===== src/rtl/mips32_run_monitor_if.sv =====
// Snoop bundle from the mips32 core into the run monitor: data-memory writes and PC.
interface mips32_run_monitor_if #(
    parameter int ADDR_W = 32,
    parameter int DATA_W = 32
);
    logic              mem_we;
    logic [ADDR_W-1:0] mem_addr;
    logic [DATA_W-1:0] mem_wdata;
    logic [ADDR_W-1:0] pc;

    modport master (output mem_we, mem_addr, mem_wdata, pc);
    modport slave  (input  mem_we, mem_addr, mem_wdata, pc);
endinterface


===== src/rtl/mips32_run_monitor.sv =====
// Run controller / benchmark monitor: core reset hold, run-cycle counter, tohost snoop, timeout.
// Optional PC self-loop halt detector enabled by defining HALT_LOOP_DETECT_EN.
module mips32_run_monitor #(
    parameter int              ADDR_W      = 32,
    parameter int              DATA_W      = 32,
    parameter int              CNT_W       = 32,
    parameter int              RST_CYCLES  = 4,
    parameter int              MAX_CYCLES  = 1000,
    parameter logic [ADDR_W-1:0] TOHOST_ADDR = 32'h0000_FFFC,
    parameter int              LOOP_COUNT  = 8
) (
    input  logic                  clk,
    input  logic                  reset,
    mips32_run_monitor_if.slave   snp,
    output logic                  core_reset,
    output logic                  running,
    output logic                  done,
    output logic                  pass,
    output logic                  fail,
    output logic                  timeout,
    output logic                  halted,
    output logic [DATA_W-1:0]     exit_code,
    output logic [CNT_W-1:0]      cycle_count
);

    typedef enum logic [1:0] {HOLD, RUN, DONE} state_t;

    state_t      state, state_nx;
    logic [31:0] hold_cnt;
    logic        hold_end, tohost_hit, limit_hit, loop_hit;

    assign hold_end   = (RST_CYCLES == 0) || (hold_cnt == 32'(RST_CYCLES - 1));
    assign tohost_hit = (state == RUN) && snp.mem_we && (snp.mem_addr == TOHOST_ADDR);
    assign limit_hit  = (state == RUN) && (cycle_count == CNT_W'(MAX_CYCLES - 1));

`ifdef HALT_LOOP_DETECT_EN
    logic [ADDR_W-1:0] pc_q;
    logic [31:0]       loop_cnt;

    // Counts consecutive RUN edges where pc repeats its previous-cycle value.
    always_ff @(posedge clk or posedge reset) begin
        if (reset) begin
            pc_q     <= '0;
            loop_cnt <= '0;
        end else begin
            pc_q <= snp.pc;
            if (state == RUN)
                loop_cnt <= (snp.pc == pc_q) ? loop_cnt + 32'd1 : 32'd0;
        end
    end

    assign loop_hit = (state == RUN) && (snp.pc == pc_q) &&
                      (loop_cnt == 32'(LOOP_COUNT - 1));
`else
    logic unused_pc;
    assign unused_pc = ^snp.pc;
    assign loop_hit  = 1'b0;
`endif

    always_ff @(posedge clk or posedge reset) begin
        if (reset) state <= HOLD;
        else       state <= state_nx;
    end

    always_comb begin
        state_nx   = state;
        core_reset = 1'b0;
        running    = 1'b0;
        case (state)
            HOLD: begin
                core_reset = 1'b1;
                if (hold_end) state_nx = RUN;
            end
            RUN: begin
                running = 1'b1;
                if (tohost_hit || loop_hit || limit_hit) state_nx = DONE;
            end
            default: state_nx = DONE;
        endcase
    end

    always_ff @(posedge clk or posedge reset) begin
        if (reset) begin
            hold_cnt    <= '0;
            cycle_count <= '0;
            exit_code   <= '0;
            done        <= 1'b0;
            pass        <= 1'b0;
            fail        <= 1'b0;
            timeout     <= 1'b0;
            halted      <= 1'b0;
        end else begin
            case (state)
                HOLD: hold_cnt <= hold_cnt + 32'd1;
                RUN: begin
                    // The edge that leaves RUN is still a run cycle.
                    if (cycle_count != '1) cycle_count <= cycle_count + CNT_W'(1);
                    if (tohost_hit) begin
                        exit_code <= snp.mem_wdata;
                        done      <= 1'b1;
                        pass      <= (snp.mem_wdata == DATA_W'(1));
                        fail      <= (snp.mem_wdata != DATA_W'(1));
                    end else if (loop_hit) begin
                        exit_code <= '0;
                        halted    <= 1'b1;
                        pass      <= 1'b1;
                        done      <= 1'b1;
                    end else if (limit_hit) begin
                        timeout   <= 1'b1;
                        fail      <= 1'b1;
                        done      <= 1'b1;
                    end
                end
                default: ;
            endcase
        end
    end

endmodule


===== src/flat_wrapper.sv =====
// flat-port wrapper written by rule: the top's interface ports become plain ports
module mips32_run_monitor_flat 
#(
    parameter int              ADDR_W      = 32,
    parameter int              DATA_W      = 32,
    parameter int              CNT_W       = 32,
    parameter int              RST_CYCLES  = 4,
    parameter int              MAX_CYCLES  = 1000,
    parameter logic [ADDR_W-1:0] TOHOST_ADDR = 32'h0000_FFFC,
    parameter int              LOOP_COUNT  = 8
)
  (clk, reset, core_reset, running, done, pass, fail, timeout, halted, exit_code, cycle_count, snp_mem_we, snp_mem_addr, snp_mem_wdata, snp_pc);
  mips32_run_monitor_if #(.ADDR_W(ADDR_W), .DATA_W(DATA_W)) snp_i ();
  input  logic clk;
  input  logic reset;
  output logic core_reset;
  output logic running;
  output logic done;
  output logic pass;
  output logic fail;
  output logic timeout;
  output logic halted;
  output logic [DATA_W-1:0] exit_code;
  output logic [CNT_W-1:0] cycle_count;
  input wire logic [$bits(snp_i.mem_we)-1:0] snp_mem_we;
  input wire logic [$bits(snp_i.mem_addr)-1:0] snp_mem_addr;
  input wire logic [$bits(snp_i.mem_wdata)-1:0] snp_mem_wdata;
  input wire logic [$bits(snp_i.pc)-1:0] snp_pc;
  assign snp_i.mem_we = snp_mem_we;
  assign snp_i.mem_addr = snp_mem_addr;
  assign snp_i.mem_wdata = snp_mem_wdata;
  assign snp_i.pc = snp_pc;
  mips32_run_monitor #(.ADDR_W(ADDR_W), .DATA_W(DATA_W), .CNT_W(CNT_W), .RST_CYCLES(RST_CYCLES), .MAX_CYCLES(MAX_CYCLES), .TOHOST_ADDR(TOHOST_ADDR), .LOOP_COUNT(LOOP_COUNT)) u_core (.clk(clk), .reset(reset), .snp(snp_i), .core_reset(core_reset), .running(running), .done(done), .pass(pass), .fail(fail), .timeout(timeout), .halted(halted), .exit_code(exit_code), .cycle_count(cycle_count));
endmodule

===== config.mk =====
export PLATFORM = sky130hd
export DESIGN_NAME = mips32_run_monitor_flat
export DESIGN_NICKNAME = d
export VERILOG_FILES = /design/src/rtl/mips32_run_monitor_if.sv /design/src/rtl/mips32_run_monitor.sv /design/src/flat_wrapper.sv
export SDC_FILE = /design/constraint.sdc
export NUM_CORES = 1
export LEC_CHECK = 0
export ABC_AREA = 1
export CORE_AREA = 2 2 114 116
export CTS_CLUSTER_DIAMETER = 200
export DETAILED_ROUTE_END_ITERATION = 8
export DIE_AREA = 0 0 116 118
export GPL_TIMING_DRIVEN = 1
export PLACE_DENSITY_LB_ADDON = 0.3
export SLEW_MARGIN = 0
export SYNTH_ARGS = -nofsm -noshare
export SYNTH_HDL_FRONTEND = slang
export SYNTH_SLANG_ARGS = --single-unit

===== constraint.sdc =====
create_clock -name clk -period 5.42 [get_ports clk]
set_input_delay 1.626 -clock clk [delete_from_list [all_inputs] [get_ports clk]]
set_output_delay 1.626 -clock clk [all_outputs]
set_load 0.02 [all_outputs]

## Word level (Yosys, flattened, before mapping)

Cells that the tools add are included.

- Register bits after elaboration: 102

- Add/subtract/negate cells: 2
- Eq/ne operators: 9
- Mux-type cells: 8
- Bitwise operators: 1
- Reductions and logical operators: 11

Operator list:

| kind | count |
|---|---|
| 32-bit by 1-bit adder with 32-bit output (second input constant) | 2 |
| 32-bit by 1-bit equality test with 1-bit output (second input constant) | 1 |
| 32-bit by 10-bit equality test with 1-bit output (second input constant) | 1 |
| 32-bit by 16-bit equality test with 1-bit output (second input constant) | 1 |
| 32-bit by 2-bit equality test with 1-bit output (second input constant) | 1 |
| 32-bit by 1-bit inequality test with 1-bit output (second input constant) | 1 |
| 32-bit inequality test (second input constant) | 1 |
| 2-bit AND reduction | 4 |
| 1-bit two-way mux | 5 |
| 2-bit two-way mux | 2 |
| 2-bit case mux with 2 select lines | 1 |
| 1-bit logical AND | 3 |
| 3-bit AND reduction | 1 |
| 2-bit by 1-bit equality test with 1-bit output (second input constant) | 1 |
| 2-bit logical NOT | 1 |
| 2-bit by 1-bit inequality test with 1-bit output (second input constant) | 1 |
| 2-bit inequality test (second input constant) | 1 |
| 2-bit nonzero test | 1 |
| 1-bit logical OR | 1 |
| 1-bit inverter | 1 |

## Logic depth before layout (Yosys ltp)

- Depth in word-level cells: 6
- Mapped depth: 11

## Worst setup path after synthesis

Ideal clock, no wire load.

- Path type: input port to flip-flop
- From: in snp_mem_addr[26]
- To: reg u_core.exit_code[1]
- Library setup time: 0.130 ns
- Data arrival time: 2.547 ns
- Required time: 5.290 ns
- Setup slack: 2.742 ns
- Stages on the path: 10
- Path buffers: 2
- Cells stage by stage: inv_1 -> nand2_1 -> nor2_1 -> nand2_1 -> nor2_1 -> nand3_1 -> buf_2 -> buf_2 -> nand2_1 -> o21ai_0

- Word-level cells in the longest chain between the ends: 3

RTL lines:

| element | RTL line | source |
|---|---|---|
| start: declaration | flat_wrapper.sv:26 | `input wire logic [$bits(snp_i.mem_addr)-1:0] snp_mem_addr;` |
| 32-bit by 16-bit equality test with 1-bit output | mips32_run_monitor.sv:33 | `assign tohost_hit = (state == RUN) && snp.mem_we && (snp.mem_addr == TOHOST_ADDR);` |
| 1-bit logical AND | mips32_run_monitor.sv:33 |  |
| 2-bit AND reduction (no source line) | - |  |
| end signal: assignment | mips32_run_monitor.sv:99 | `exit_code <= snp.mem_wdata;` |
| end: declaration | mips32_run_monitor.sv:22 | `output logic [DATA_W-1:0] exit_code,` |

No other way between the ends.
A chain may end at the register's enable or synchronous reset.

## Worst setup path after layout

- From: in snp_mem_addr[28]
- To: reg u_core.exit_code[11]

The elaborated chain is that of the path after synthesis.

==> results.sh <==
export IMPL_status="finished clean"
export IMPL_rsz0062_at_grt="no"
export IMPL_fmax_ghz=0.283
export IMPL_numCtsBuffers=9
export IMPL_worstPathRequired_ps=5660
export IMPL_synth_top_area_frac=0.437
export IMPL_ir_drop_uv=251
export IMPL_grt_pass1_wl_um=24100
export IMPL_critPathTopFamily="simple AND/OR/NAND/NOR gates"
export IMPL_clock_sinks=102
export IMPL_postSynthCellCount=835
export IMPL_fin_crit_ps=3540
export IMPL_p_leak_nw=3.61
export IMPL_cp_buffers_inverters=2
export IMPL_maxCapViolCount=0
export IMPL_cpMaxStageDelayCell="nand3_2"
export IMPL_hpwl_um=11300
export IMPL_grt_use_total=0.224
export IMPL_syn_area_per_cell_um2=6.99
export IMPL_grt_max_degree=70
export IMPL_startpoint="snp_mem_addr[28]"
export IMPL_grt_overflow=0
export IMPL_final_layout_size_suffix_gt1_frac=0.0370
export IMPL_finalInstanceArea_um2=7630
export IMPL_drt_wl_total_um=14900
export IMPL_area_growth_pct=30.7
export IMPL_cts_resized=0
export IMPL_mostFrequentLayoutCells="nand2_1 (330), clkdlybuf4s50_1 (136), nor2_1 (123)"
export IMPL_num_vias=5573
export IMPL_slowest_delay_ps=810
export IMPL_wl_per_cell_um=13.0
export IMPL_grt_antenna_before_repair=1
export IMPL_hp_class="reg -> reg"
export IMPL_clk_latency_ps=360
export IMPL_power_density_nw_per_um2=201
export IMPL_multiInputGateArea_um2=2850
export IMPL_postCtsSetupBuffers=0
export IMPL_worst_slew_pin_slew_ps=991
export IMPL_slew_violations=0
export IMPL_synth_cell_type_count=30
export IMPL_hold_start="u_core.hold_cnt[31]"
export IMPL_arrival_ps=3780
export IMPL_die_area_um2=13700
export IMPL_cts_tree="done"
export IMPL_die_y_um=118
export IMPL_ys_warnings_count=0
export IMPL_fin_crit_sh=0.653
export IMPL_fin_skew_ps=11.2
export IMPL_synthFlopType="dfrtp_1"
export IMPL_slew_headroom=0.338
export IMPL_nFillCells=1149
export IMPL_drtIter0Drc=342
export IMPL_cp_cell_sequence="clkdlybuf4s50_1, inv_1, nand2_1, nor2_1, nand2_1, nor2_1, nand3_2, o21ai_0"
export IMPL_layout_commonest_cell="nand2_1"
export IMPL_synthTopCellsByArea="dfrtp_1 (44%), nand2_1 (21%), nor2_1 (7.9%)"
export IMPL_crit_fanout=58
export IMPL_start_util=0.470
export IMPL_dr_pass1_iters=5
export IMPL_crit_type="in -> reg"
export IMPL_io_pins=170
export IMPL_rows=41
export IMPL_ff_latch_area_um2=2550
export IMPL_yosysSeqAreaShare=0.437
export IMPL_cp_start_kind="input pin"
export IMPL_numPortBuffers=136
export IMPL_drt_vias_per_instance=4.86
export IMPL_synth_edf_count=0
export IMPL_die_w_um=116
export IMPL_synth_nets=936
export IMPL_synth_top_area_cell="dfrtp_1"
export IMPL_synthArstFlopShare=1.00
export IMPL_final_antenna_net_count=0
export IMPL_drc=0
export IMPL_place_congestion=0.909
export IMPL_hold_viol=0
export IMPL_finalSetupViolations=0
export IMPL_cp_end_kind="flip-flop"
export IMPL_synth_seq_cells=102
export IMPL_grt_pass1_vias=4990
export IMPL_cts_max_level=3
export IMPL_core_um2=12400
export IMPL_cts_hold_buf=0
export IMPL_synth_area_um2=5840
export IMPL_cts_max_path_buffers=2
export IMPL_cts_root_buf="clkbuf_16"
export IMPL_worstReg2RegStart="u_core.state[1]"
export IMPL_placed_area_um2=7330
export IMPL_setup_tns_ps=0
export IMPL_path_clk_slew_ps=60
export IMPL_nets=1070
[through the flow]
step | setup WS (ps) | total power, mW | cells | utilization | hold slack [ps]
after floorplan | 1120 | 0.836 | 835 | - | 442
after detailed placement | 1490 | 0.913 | 1130 | 0.591 | 462
after global routing | 1600 | 1.59 | 1146 | 0.614 | 488
after CTS | 1840 | 1.55 | 1146 | 0.614 | 477
final | 1880 | 1.53 | 1147 | 0.614 | 475
after global placement | 1510 | 0.911 | 1130 | 0.591 | 453
[where the power goes]
group          leakage (nW)  internal, mW  switching, mW
Clock                 0.147         0.341          0.293
Combinational          2.07        0.0634         0.0551
Sequential             1.39         0.767         0.0119
Total                  3.61          1.17          0.360
[per-layer routing]
| metal | routed length [um] | global-route usage | vias to the layer above |
|---|---|---|---|
| met1 | 6710 | 0.302 | 2550 |
| met4 | 204 | 0.0625 | 0 |
| met3 | 928 | 0.0623 | 16 |
| met2 | 7080 | 0.353 | 151 |
| li1 | - | - | 2856 |
| met5 | 0 | 0 | - |
[tightest hold or removal path: cells and delay by family (launching register included)]
family,cells,cell delay [ps]
simple gates,2,100
flops,1,340
[Yosys cell counts, drive strengths merged (2+ instances only)]
library cell / count
nand2: 334
nor2: 129
dfrtp: 102
inv: 89
nand3: 49
o21ai: 34
nand4: 17
xor2: 17
xnor2: 15
nand3b: 13
buf: 12
nor3: 9
nor4: 4
clkbuf: 3
or2: 3
ha: 2
[cell families after synthesis]
kind of cell               count (synthesis)  share of synthesized area
other                                      1                   0.000642
and+or+nand+nor                          559                      0.402
DFF                                      102                      0.437
adders and majority gates                  2                    0.00429
AOI/OAI and AO/OA                         35                     0.0304
buffers and inverters                    104                     0.0759
xor gates and xnor gates                  32                     0.0493
[final cells by class]
class / count / area share
timing repair buffer: 138 / 0.180
antenna: 1 / 0.000328
multi-input combinational: 629 / 0.373
tap: 172 / 0.0282
clock inverter: 5 / 0.00525
clock buffer: 11 / 0.0331
sequential: 102 / 0.335
inverter: 89 / 0.0448
[registers in the layout, summed over array words and instances, names as in the netlist]
| name | count |
|---|---|
| u_core.state | 2 |
| u_core.pass | 1 |
| u_core.timeout | 1 |
| u_core.done | 1 |
| u_core.cycle_count | 32 |
| u_core.hold_cnt | 32 |
| u_core.fail | 1 |
| u_core.exit_code | 32 |
[path summary, 6_finish.rpt]
check | end | cells past startpoint | slack, ps
worst min-delay path | u_core.hold_cnt[31] | 2 | 480
worst max register to register | u_core.exit_code[11] | 7 | 3220
worst min register to register | u_core.hold_cnt[31] | 2 | 480
min in group asynchronous | u_core.hold_cnt[26] | 2 | 1800
max in group asynchronous | u_core.exit_code[21] | 3 | 2820
worst max-delay path | u_core.exit_code[11] | 8 | 1880
(Power assumes the default switching activity.)
==> variant: new RTL, same flow settings <==
One comparison of `cycle_count` changes from == to >=.
--- a/src/rtl/mips32_run_monitor.sv
+++ b/src/rtl/mips32_run_monitor.sv
@@ -31,7 +31,7 @@
 
     assign hold_end   = (RST_CYCLES == 0) || (hold_cnt == 32'(RST_CYCLES - 1));
     assign tohost_hit = (state == RUN) && snp.mem_we && (snp.mem_addr == TOHOST_ADDR);
-    assign limit_hit  = (state == RUN) && (cycle_count == CNT_W'(MAX_CYCLES - 1));
+    assign limit_hit  = (state == RUN) && (cycle_count >= CNT_W'(MAX_CYCLES - 1));
 
 `ifdef HALT_LOOP_DETECT_EN
     logic [ADDR_W-1:0] pc_q;
Behaviour: no difference found for any inputs over 10 cycles, from zero or initial values and one cycle with reset high; that may be too few to reach the edited logic, so the function may still have changed.
==> variant against the original RTL <==
Register-to-register slack lost 0.23 ns; total power grew 2.0%; setup slack lost 0.23 ns; wire length grew 4.0%; global-route usage grew 1.6 points; sequential cell count is the same; design area grew 2.3%; critical path depth grew 2; area after synthesis grew 2.1%; via count grew 5.3%; critical path type unchanged.
==> variant: results (changes against the original RTL) <==
clk_path_buf_depth: 2  # unchanged
num_antenna_cells: 0  # -1
synth.area.top_cells: "dfrtp_1, nand2_1, nor2_1, nand3_1, inv_1"
nets: 1121  # +4.8%
cp_slowest_cell: "nand2_1"
syn_area_per_cell_um2: 6.734  # -3.7%
synthXorXnorAreaFrac_pct: 4.556  # -0.37 points
finalNonFillerCells: 1197  # +4.4%
cts_resized: 0  # unchanged
synthMuxAreaShare_pct: 0  # unchanged
track_usage_pct: 24.03  # +1.6 points
ir_worst_vdd_uv: 168.3  # -33%
synth_nets: 986  # +5.3%
skew_ns: 0.008432  # -0.002718 ns
ys.flop_type: "dfrtp_1"
min_from: "u_core.exit_code[19]"
drt_pass1_iterations: 5  # unchanged
critPathArrivalTime_ns: 4.01  # +0.23 ns
grt_pass1_wl_mm: 26.34  # +9.1%
top_regs: "u_core.cycle_count (32), u_core.exit_code (32), u_core.hold_cnt (32)"
status: "complete, no violations"
num_vias: 5868  # +5.3%
n_fill_cell: 1164  # +1.3%
rr_worst_depth: 10  # +3
synth_adder_area_share_pct: 0.4199  # -0.0088 points
drive_gt1_share_pct: 3.610  # -0.086 points
synth.top_cells.by_count: "nand2_1, nor2_1, dfrtp_1"
cp_max_fo: 35  # -40%
synth_compound_area_share_pct: 1.218  # -1.8 points
r2r_start: "u_core.cycle_count[0]"
clk_pin_slew_ns: 0.08  # +0.02 ns
io_buffers: 136  # unchanged
synth-seq-area-share_pct: 42.83  # -0.90 points
grt_pass1_vias: 5554  # +11%
drt_wl_total_mm: 15.52  # +4.0%
ys_types: 26  # -13%
min_path_type: "flop to flop"
rows: 41  # unchanged
root_buffer: "clkbuf_16"
critPathMaxStageDelay_ns: 0.74  # -0.07 ns
dp_hpwl_mm: 11.59  # +2.8%
r2r_end: "u_core.cycle_count[2]"
ctsHtreeMaxLevel: 3  # unchanged
synth_warnings: 0  # unchanged
gp_congestion: 0.9748  # +7.2%
worst_slew_pin_slew_ns: 1.113  # +0.1216 ns
grt_max_degree: 52  # -26%
p_leak_nw: 3.708  # +2.8%
postCtsSetupRepairBufs: 0  # unchanged
antenna_found_initial: 0  # -1
hold_end: "u_core.exit_code[19]"
drtIter0Drc: 462  # +35%
rrSetupSlack_ns: 2.99  # -0.23 ns
[variant: changes by cell type after synthesis, moves of 4 or more]
cell | unedited run | this run
nor3_1 | 9 | 3
o21ai_0 | 30 | 5
inv_1 | 87 | 71
xor2_1 | 16 | 21
nand2_1 | 330 | 380
nor2_1 | 123 | 155
clkbuf_1 | 3 | 8
nor4_1 | 4 | 0
xnor2_1 | 15 | 10
nand3_1 | 49 | 70
nand4_1 | 17 | 13
[variant: layout make-up]
cell class,count,share of cell area [%]
multi-input cells,694,38.90
flip-flops and latches,102,32.72
repair buffers,141,17.93
inverters,72,3.497
clock buffers,9,2.887
well taps,172,2.759
clock inverters,7,1.299
[variant: where the power goes]
group          switching [mW]  internal, mW  total (mW)
Sequential            0.00356         0.762       0.766
Combinational          0.0447        0.0537      0.0984
Clock                   0.324         0.374       0.698
[variant: worst max path at each step]
stage	from	to	slack [ns]	depth (start not counted)
final	snp_mem_addr[13]	u_core.exit_code[26]	1.65	10
after global routing	snp_mem_addr[3]	u_core.exit_code[26]	1.32	10
after detailed placement	snp_mem_addr[13]	u_core.exit_code[26]	1.28	10
after floorplan	reset	u_core.cycle_count[0]	1.12	1
after global placement	snp_mem_addr[13]	u_core.exit_code[26]	1.29	10
after CTS	snp_mem_addr[13]	u_core.exit_code[26]	1.63	10
[variant: logic make-up (layout without fill, tap and decap cells)]
kind of cell / count (synthesis) / in the layout
other: 1 / 1
AND/OR/NAND/NOR: 647 / 647
flip-flops: 102 / 102
XOR/XNOR: 31 / 31
AO/OA/AOI/OAI: 13 / 13
buffers and inverters: 89 / 229
adder cells (fa/ha/maj): 2 / 2
[variant: metal layers]
layer	global-route usage (%)	part of all wire (%)	vias up
met5	0	0	-
met2	38.05	46	194
met4	4.985	0.97	0
met3	8.239	8.4	22
met1	32.02	45	2658
li1	-	-	2994
[variant: worst max-delay path, delay by kind of cell]
family / cells / cell delay (ns)
simple gates: 6 / 1.15
buf+inv: 3 / 0.82
compound gates: 1 / 0.41
[variant: through the flow]
stage	utilization, %	hold WS, ns	setup slack [ns]	cell area [um^2]	total power, mW
final	62.83	0.4748	1.655	7800	1.562
after global routing	62.83	0.4965	1.317	7800	1.626
after CTS	62.83	0.4761	1.627	7800	1.581
after detailed placement	60.20	0.4571	1.279	7473	0.8810
after global placement	60.20	0.4504	1.294	7473	0.8797
after floorplan	-	0.4490	1.119	5959	0.8127
